### config.mk
export PLATFORM = sky130hd
export DESIGN_NAME = store_retire_buffer
export DESIGN_NICKNAME = d
export VERILOG_FILES = /design/src/rtl/store_retire_buffer.sv
export SDC_FILE = /design/constraint.sdc
export NUM_CORES = 1
export LEC_CHECK = 0
export CAP_MARGIN = 20
export CORE_AREA = 2 2 259 261
export CTS_BUF_LIST = sky130_fd_sc_hd__clkbuf_16
export CTS_CLUSTER_SIZE = 10
export DETAILED_ROUTE_END_ITERATION = 10
export DIE_AREA = 0 0 261 263
export PLACE_DENSITY = 0.69
export SLEW_MARGIN = 40
export SYNTH_ARGS = -nofsm -noshare
export SYNTH_HDL_FRONTEND = slang
export SYNTH_SLANG_ARGS = --single-unit
### constraint.sdc
create_clock -name clock -period 22.2 [get_ports clock]
set_clock_uncertainty 0.05 [all_clocks]
set_input_delay 4.44 -clock clock [delete_from_list [all_inputs] [get_ports clock]]
set_output_delay 4.44 -clock clock [all_outputs]
set_load 0.1 [all_outputs]
### src/rtl/store_retire_buffer.sv
// store_retire_buffer
// Buffers committed stores from the store queue's retire lanes and drains them,
// one at a time, into the dcache write port. Each acknowledged write produces a
// one-cycle completion carrying the store-queue position so that entry can be freed.
//
// Ports
//   clock, reset                 rising-edge clock, synchronous active-high reset
//   ret_valid/addr/data/size/pos per-lane retire inputs (N_WAY lanes)
//   squash_cmp                   flush pulse: suppress completions of buffered entries
//   buf_free                     free entries (DEPTH - count)
//   dc_req_valid/addr/data/size  dcache write request (head entry)
//   dc_req_ready                 dcache accepts the request
//   dc_ack                       dcache committed the outstanding write
//   cmp_valid/cmp_pos            completion pulse to the store queue
//   overflow_err                 sticky: a valid retire lane was dropped
module store_retire_buffer #(
  parameter int unsigned N_WAY = 2,
  parameter int unsigned DEPTH = 8,
  parameter int unsigned XLEN  = 32,
  parameter int unsigned POS_W = 4
) (
  input  logic                        clock,
  input  logic                        reset,
  input  logic [N_WAY-1:0]            ret_valid,
  input  logic [N_WAY-1:0][XLEN-1:0]  ret_addr,
  input  logic [N_WAY-1:0][XLEN-1:0]  ret_data,
  input  logic [N_WAY-1:0][1:0]       ret_size,
  input  logic [N_WAY-1:0][POS_W-1:0] ret_pos,
  input  logic                        squash_cmp,
  output logic [$clog2(DEPTH):0]      buf_free,
  output logic                        dc_req_valid,
  output logic [XLEN-1:0]             dc_req_addr,
  output logic [XLEN-1:0]             dc_req_data,
  output logic [1:0]                  dc_req_size,
  input  logic                        dc_req_ready,
  input  logic                        dc_ack,
  output logic                        cmp_valid,
  output logic [POS_W-1:0]            cmp_pos,
  output logic                        overflow_err
);

  localparam int unsigned PTR_W = $clog2(DEPTH);
  localparam int unsigned CNT_W = PTR_W + 1;

  typedef struct packed {
    logic [XLEN-1:0]  addr;
    logic [XLEN-1:0]  data;
    logic [1:0]       size;
    logic [POS_W-1:0] pos;
  } entry_t;

  typedef enum logic [1:0] {
    S_IDLE  = 2'd0,
    S_ISSUE = 2'd1,
    S_WAIT  = 2'd2
  } state_t;

  entry_t             mem_q [DEPTH];
  logic [DEPTH-1:0]   supp_q;
  logic [PTR_W-1:0]   head_q, tail_q, head_d, tail_d;
  logic [CNT_W-1:0]   count_q, count_d;
  logic [CNT_W-1:0]   space_c, n_enq_c, remain_c;
  state_t             state_q, state_d;
  logic               pop_c, ovf_c, found_c;
  logic [N_WAY-1:0]   wr_en_c;
  logic [PTR_W-1:0]   wr_slot_c [N_WAY];
  entry_t             lane_c [N_WAY];
  entry_t             head_src_c;

  // Enqueue compaction, count/pointer update, next head fields and next state.
  always_comb begin
    state_d    = state_q;
    pop_c      = (state_q == S_WAIT) && dc_ack;
    // A pop this cycle frees a slot that the same cycle's enqueue may use.
    space_c    = CNT_W'(DEPTH) - count_q + CNT_W'(pop_c);
    n_enq_c    = '0;
    ovf_c      = 1'b0;
    wr_en_c    = '0;
    found_c    = 1'b0;
    for (int unsigned i = 0; i < N_WAY; i++) begin
      lane_c[i]    = '{addr: ret_addr[i], data: ret_data[i], size: ret_size[i], pos: ret_pos[i]};
      wr_slot_c[i] = tail_q + PTR_W'(n_enq_c);
      if (ret_valid[i]) begin
        if (n_enq_c < space_c) begin
          wr_en_c[i] = 1'b1;
          n_enq_c    = n_enq_c + CNT_W'(1);
        end else begin
          ovf_c = 1'b1;
        end
      end
    end
    count_d  = count_q + n_enq_c - CNT_W'(pop_c);
    head_d   = head_q + PTR_W'(pop_c);
    tail_d   = tail_q + PTR_W'(n_enq_c);
    remain_c = count_q - CNT_W'(pop_c);

    // The next head is either already stored or is being written right now.
    head_src_c = mem_q[head_d];
    if (remain_c == '0) begin
      for (int unsigned i = 0; i < N_WAY; i++) begin
        if (wr_en_c[i] && !found_c) begin
          head_src_c = lane_c[i];
          found_c    = 1'b1;
        end
      end
    end

    case (state_q)
      S_IDLE:  if (count_d != '0) state_d = S_ISSUE;
      S_ISSUE: if (dc_req_ready) state_d = S_WAIT;
      S_WAIT:  if (dc_ack) state_d = (count_d != '0) ? S_ISSUE : S_IDLE;
      default: state_d = S_IDLE;
    endcase
  end

  // Control state and registered outputs.
  always_ff @(posedge clock) begin
    if (reset) begin
      state_q      <= S_IDLE;
      head_q       <= '0;
      tail_q       <= '0;
      count_q      <= '0;
      buf_free     <= CNT_W'(DEPTH);
      overflow_err <= 1'b0;
      dc_req_valid <= 1'b0;
      dc_req_addr  <= '0;
      dc_req_data  <= '0;
      dc_req_size  <= '0;
      cmp_valid    <= 1'b0;
      cmp_pos      <= '0;
    end else begin
      state_q      <= state_d;
      head_q       <= head_d;
      tail_q       <= tail_d;
      count_q      <= count_d;
      buf_free     <= CNT_W'(DEPTH) - count_d;
      overflow_err <= overflow_err | ovf_c;
      dc_req_valid <= (state_d == S_ISSUE);
      if (state_d == S_ISSUE) begin
        dc_req_addr <= head_src_c.addr;
        dc_req_data <= head_src_c.data;
        dc_req_size <= head_src_c.size;
      end else begin
        dc_req_addr <= '0;
        dc_req_data <= '0;
        dc_req_size <= '0;
      end
      // A squash coinciding with the ack still counts the head as already buffered.
      cmp_valid <= pop_c && !(supp_q[head_q] || squash_cmp);
      cmp_pos   <= pop_c ? mem_q[head_q].pos : '0;
    end
  end

  // Entry storage; squash marks every slot, fresh writes clear their own mark.
  always_ff @(posedge clock) begin
    if (!reset) begin
      if (squash_cmp) supp_q <= '1;
      for (int unsigned i = 0; i < N_WAY; i++) begin
        if (wr_en_c[i]) begin
          mem_q[wr_slot_c[i]]  <= lane_c[i];
          supp_q[wr_slot_c[i]] <= 1'b0;
        end
      end
    end
  end

endmodule

Yosys cells after proc, flatten, opt, wreduce, memory -nomap -nowiden
Memories as Yosys holds them, arrays and structs flattened. A register that Yosys moved wholly into a read port is not among the register bits.
Cells that the tools add are included.
Widths: inputs -> output; s select.
- reductions and logical operators: 13
- add/sub/neg operators: 10
- bitwise logic cells: 7
- $mul: 0
- mux-type cells: 38
- shift-type cells: 0
- equality and inequality tests: 3
- $lt $le $gt $ge: 7
- divide/modulo/power cells: 0
- operators by type and width (cell ; count):
    $mux 70 ; 3
    $mux 8 ; 5
    $mux 1 ; 20
    $and 8x8->8 ; 2
    $not 8->8 ; 2
    $lt 3x4->1 const B ; 3
    $mux 4 ; 3
    $sub 4x1->4 ; 2
    $sub 4x4->4 const A ; 2
    $add 3x3->3 ; 2
    $demux 1 s3 ; 2
    $ge 3x1->1 const B ; 2
    $mux 2 ; 3
    $pmux 2 s3 ; 1
    $logic_and 1x1->1 ; 5
    $add 4x1->4 ; 1
    $add 4x1->4 const B ; 1
    $add 4x4->4 ; 1
    $eq 2x1->1 const B ; 2
    $logic_not 4->1 ; 1
    $lt 1x4->1 const A ; 1
    $lt 4x4->1 ; 1
    $reduce_bool 4->1 ; 1
    $reduce_or 2->1 ; 2
    8 further kinds ; 10
- latch bits: 0
- logic and storage cells: 91
- register bits after elaboration: 93
- bits in writable memories: 560
- memories kept: 1
- output and inout bits: 77
- bits of input ports: 147
- memory bits (read-only): 0
- memories (memory ; words ; bits a word ; rd ports ; clocked after Yosys merged registers in ; wr ports ; line ; text):
    mem_q ; 8 ; 70 ; 2 ; 1 ; 2 ; 58 ; entry_t mem_q [DEPTH];

Depth between registers and ports, before layout
- depth after elaboration: 18
- gate-level depth with buffers: 24
- depth with buffers taken out: 21

Least setup slack after synthesis
No wires, ideal clock.
- path type: in2reg
- start: in dc_ack
- end: mem mem_q[2][0] in the netlist's numbering, enable pin
- setup slack: 8418 ps
- library setup time: 689 ps
- cell stages on the path: 7
- arrival time: 13042 ps
- data required time: 21461 ps
- buffers on the path: 0
- path through: nand2_1 -> or2_2 -> ha_1 -> or3_1 -> a31oi_1 -> o21ai_0 -> o41ai_1
- RTL lines (item ; line ; text):
    start: declaration ; 36 ; input logic dc_ack,
    end: declaration ; 58 ;

==> reports/metrics.cfg <==
[floorplanning]
num_rows = 94
dieArea_mm2 = 0.0686
fp.dieH_um = 263
die_w_um = 261
initial_core_util_pct = 49.9
coreArea_mm2 = 0.0656
io_pins = 224

[clocking]
clk_pin_slew_ns = 0.05
numCtsBuffers = 78
clock_latency_ns = 0.61
cts_buffer_depth = 3
clock_sinks = 656
cts_setup_buffers = 0
ctsHoldBuffers = 0
cts_resized = 0
cts_root_buf = clkbuf_16
htreeDepth = 3
cts_tree = built

[placed_design]
portBuffers = 223
dp_hpwl_um = 50900
pre_cts_slack_ns = 11.64
gp_congestion = 0.828

[run_status]
outcome = finished clean

[yosys]
syn_area_per_cell_um2 = 16.2
synthTopCellsByArea = edfxtp_1 52%, mux2_2 22%, mux4_2 9.8%
synthTopCellsByCount = 626 x mux2_2, 568 x edfxtp_1, 142 x mux4_2, 95 x clkbuf_1, 88 x dfxtp_1
synth_flop_cell = edfxtp_1
synth_edf_count = 568
synthAdderAreaFrac_pct = 0.733
yosysTopAreaCellShare_pct = 52.1
async_flop_share_pct = 0
yosysMostFrequentCell = mux2_2
netlist_instances = 2020
synth_nets = 2185
ys_seq_area_share_pct = 57.4
yosys.area_share.simple_pct = 2.07
synth_top_cell_by_area = edfxtp_1
synth_top_family_by_area = multiplexers
synthXorXnorAreaFrac_pct = 0.214
ys_ff_latch = 656
synth_compound_area_share_pct = 5.73
yosys_warnings = 0
synth_cell_types = 46
muxShareOfSynthArea_pct = 31.4
netlist_area_mm2 = 0.0328

[global_route]
grt_max_degree = 68
grt.overflow.total = 0
grtUsageMet3_pct = 4.30
grtUsageMet2_pct = 44.6
grt_use_met1_pct = 36.3
antenna_found_initial = 4
first_global_vias = 21100
grt_first_pass_wirelength_um = 137000
grt-busiest-layer = met2
grt_use_total_pct = 26.8

[timing]
finalCritPeriodShare_pct = 44.9
worst_slack_ns = 12.23
hold_viol = 0
max_freq_ghz = 0.100
slew_headroom_pct = 41.6
finalCriticalPeriod_ns = 9.97
rsz0062_at_grt = no
worst-slew-pin-transition_ns = 0.877
drv_slew = 0
final-setup-viol-count = 0
tns_ns = 0

[final_layout]
syn_to_final_growth_pct = 16.0
nets = 2362
n_antenna_cell = 0
drive_gt1_share_pct = 44.6

[drt]
routed_wirelength_um = 91900
drt_first_pass_iters = 5
drtIter0Drc = 1862
wl_per_cell_um = 29.4
ant_nets = 0
vias = 20000
drc = 0
vias_per_cell = 6.40

[min_path]
hp-class = reg2reg

[worst_setup_path]
start_kind = input pin
path_class = in2reg
cp.required_ns = 22.38
endpoint_kind = register
cp_max_fo = 58
worstPathArrival_ns = 10.15

[pwr]
leakagePower_nw = 13.0
vdd_ir_drop_max_v = 0.0000940
power_per_cell_area_mw_per_mm2 = 114
power_mw = 4.33

[run]
maxCapViolations = 0

layout by cell type (no fill, tap or decap), types with 5 or more instances in the layout:
cell type and instances:
nand3_1 68, ha_1 14, buf_6 13, nand2_1 15, clkbuf_16 81, nor2_1 23
nor2b_1 6, mux4_2 142, mux2_2 626, nor2_4 5, clkdlybuf4s50_1 145, a22o_1 66
dfxtp_1 87, o31ai_1 66, edfxtp_1 568, nand2_4 8, inv_1 73, a22oi_1 69
buf_2 77, buf_4 25
routing by layer:
layer  wire length, µm  vias to the layer above  part of all wire, %
met1             37600                    10500                   41
met3              6690                      135                  7.3
met2             45600                      847                   50
li1                  -                     8557                    -
met4              1930                        8                  2.1
met5                52                        -                0.057
cell families after synthesis:
group | count (synthesis)
AO/OA/AOI/OAI | 235
XOR/XNOR | 8
adder cells (fa/ha/maj) | 18
buffers and inverters | 190
flip-flops | 656
multiplexers | 772
AND/OR/NAND/NOR | 141
path summary, 6_finish.rpt:
check	from	end	slack, ns	depth (start not counted)
worst min register to register	state_q[0]	state_q[1]	0.47	2
worst max register to register	state_q[1]	mem_q[2][54]	16.20	17
worst min-delay path	state_q[0]	state_q[1]	0.47	2
worst max-delay path	dc_ack	mem_q[2][54]	12.23	18
cell type report:
cell class | instances | area, µm²
clock inverter | 62 | 309
tap | 864 | 1080
timing repair buffer | 265 | 2280
clock buffer | 81 | 2030
multi-input combinational | 1174 | 13400
inverter | 22 | 82.6
sequential | 656 | 18800
fill | 5084 | 27600
sequential cells by signal, indices dropped and copies added, names as in the netlist, 3 cells and up:
register     cells
buf_free         4
cmp_pos          4
count_q          3
dc_req_addr     32
dc_req_data     32
head_q           3
mem_q          560
supp_q           8
tail_q           3
metrics by stage:
stage               instance area, µm²  util [%]  cells  hold slack (ns)
global route                     38000      57.9   3124            0.506
CTS                              38000      57.8   3123            0.472
detailed placement               35600      54.3   2980            0.463
finish                           38000      57.9   3124            0.472
floorplan                        32800         -   2020            0.433
global placement                 35900      54.7   2975            0.450
power breakdown:
part / internal [mW] / switching, mW
logic: 0.487 / 1.04
registers: 1.57 / 0.0555
clock network: 0.678 / 0.502
critical path: stages:
cell,delay (ns)
clkdlybuf4s50_1,0.49
nand2_1,0.06
or2_2,0.29
ha_1,0.21
inv_1,0.06
ha_1,0.23
nor4b_1,0.66
a31oi_4,0.05
o21ai_1,0.64
inv_1,0.15
ha_1,0.24
ha_1,0.36
inv_1,0.10
a2111oi_4,0.53
nand2_4,0.51
o41ai_2,0.15
buf_4,0.30
buf_6,0.62
Power figures use the tool's default switching activity.
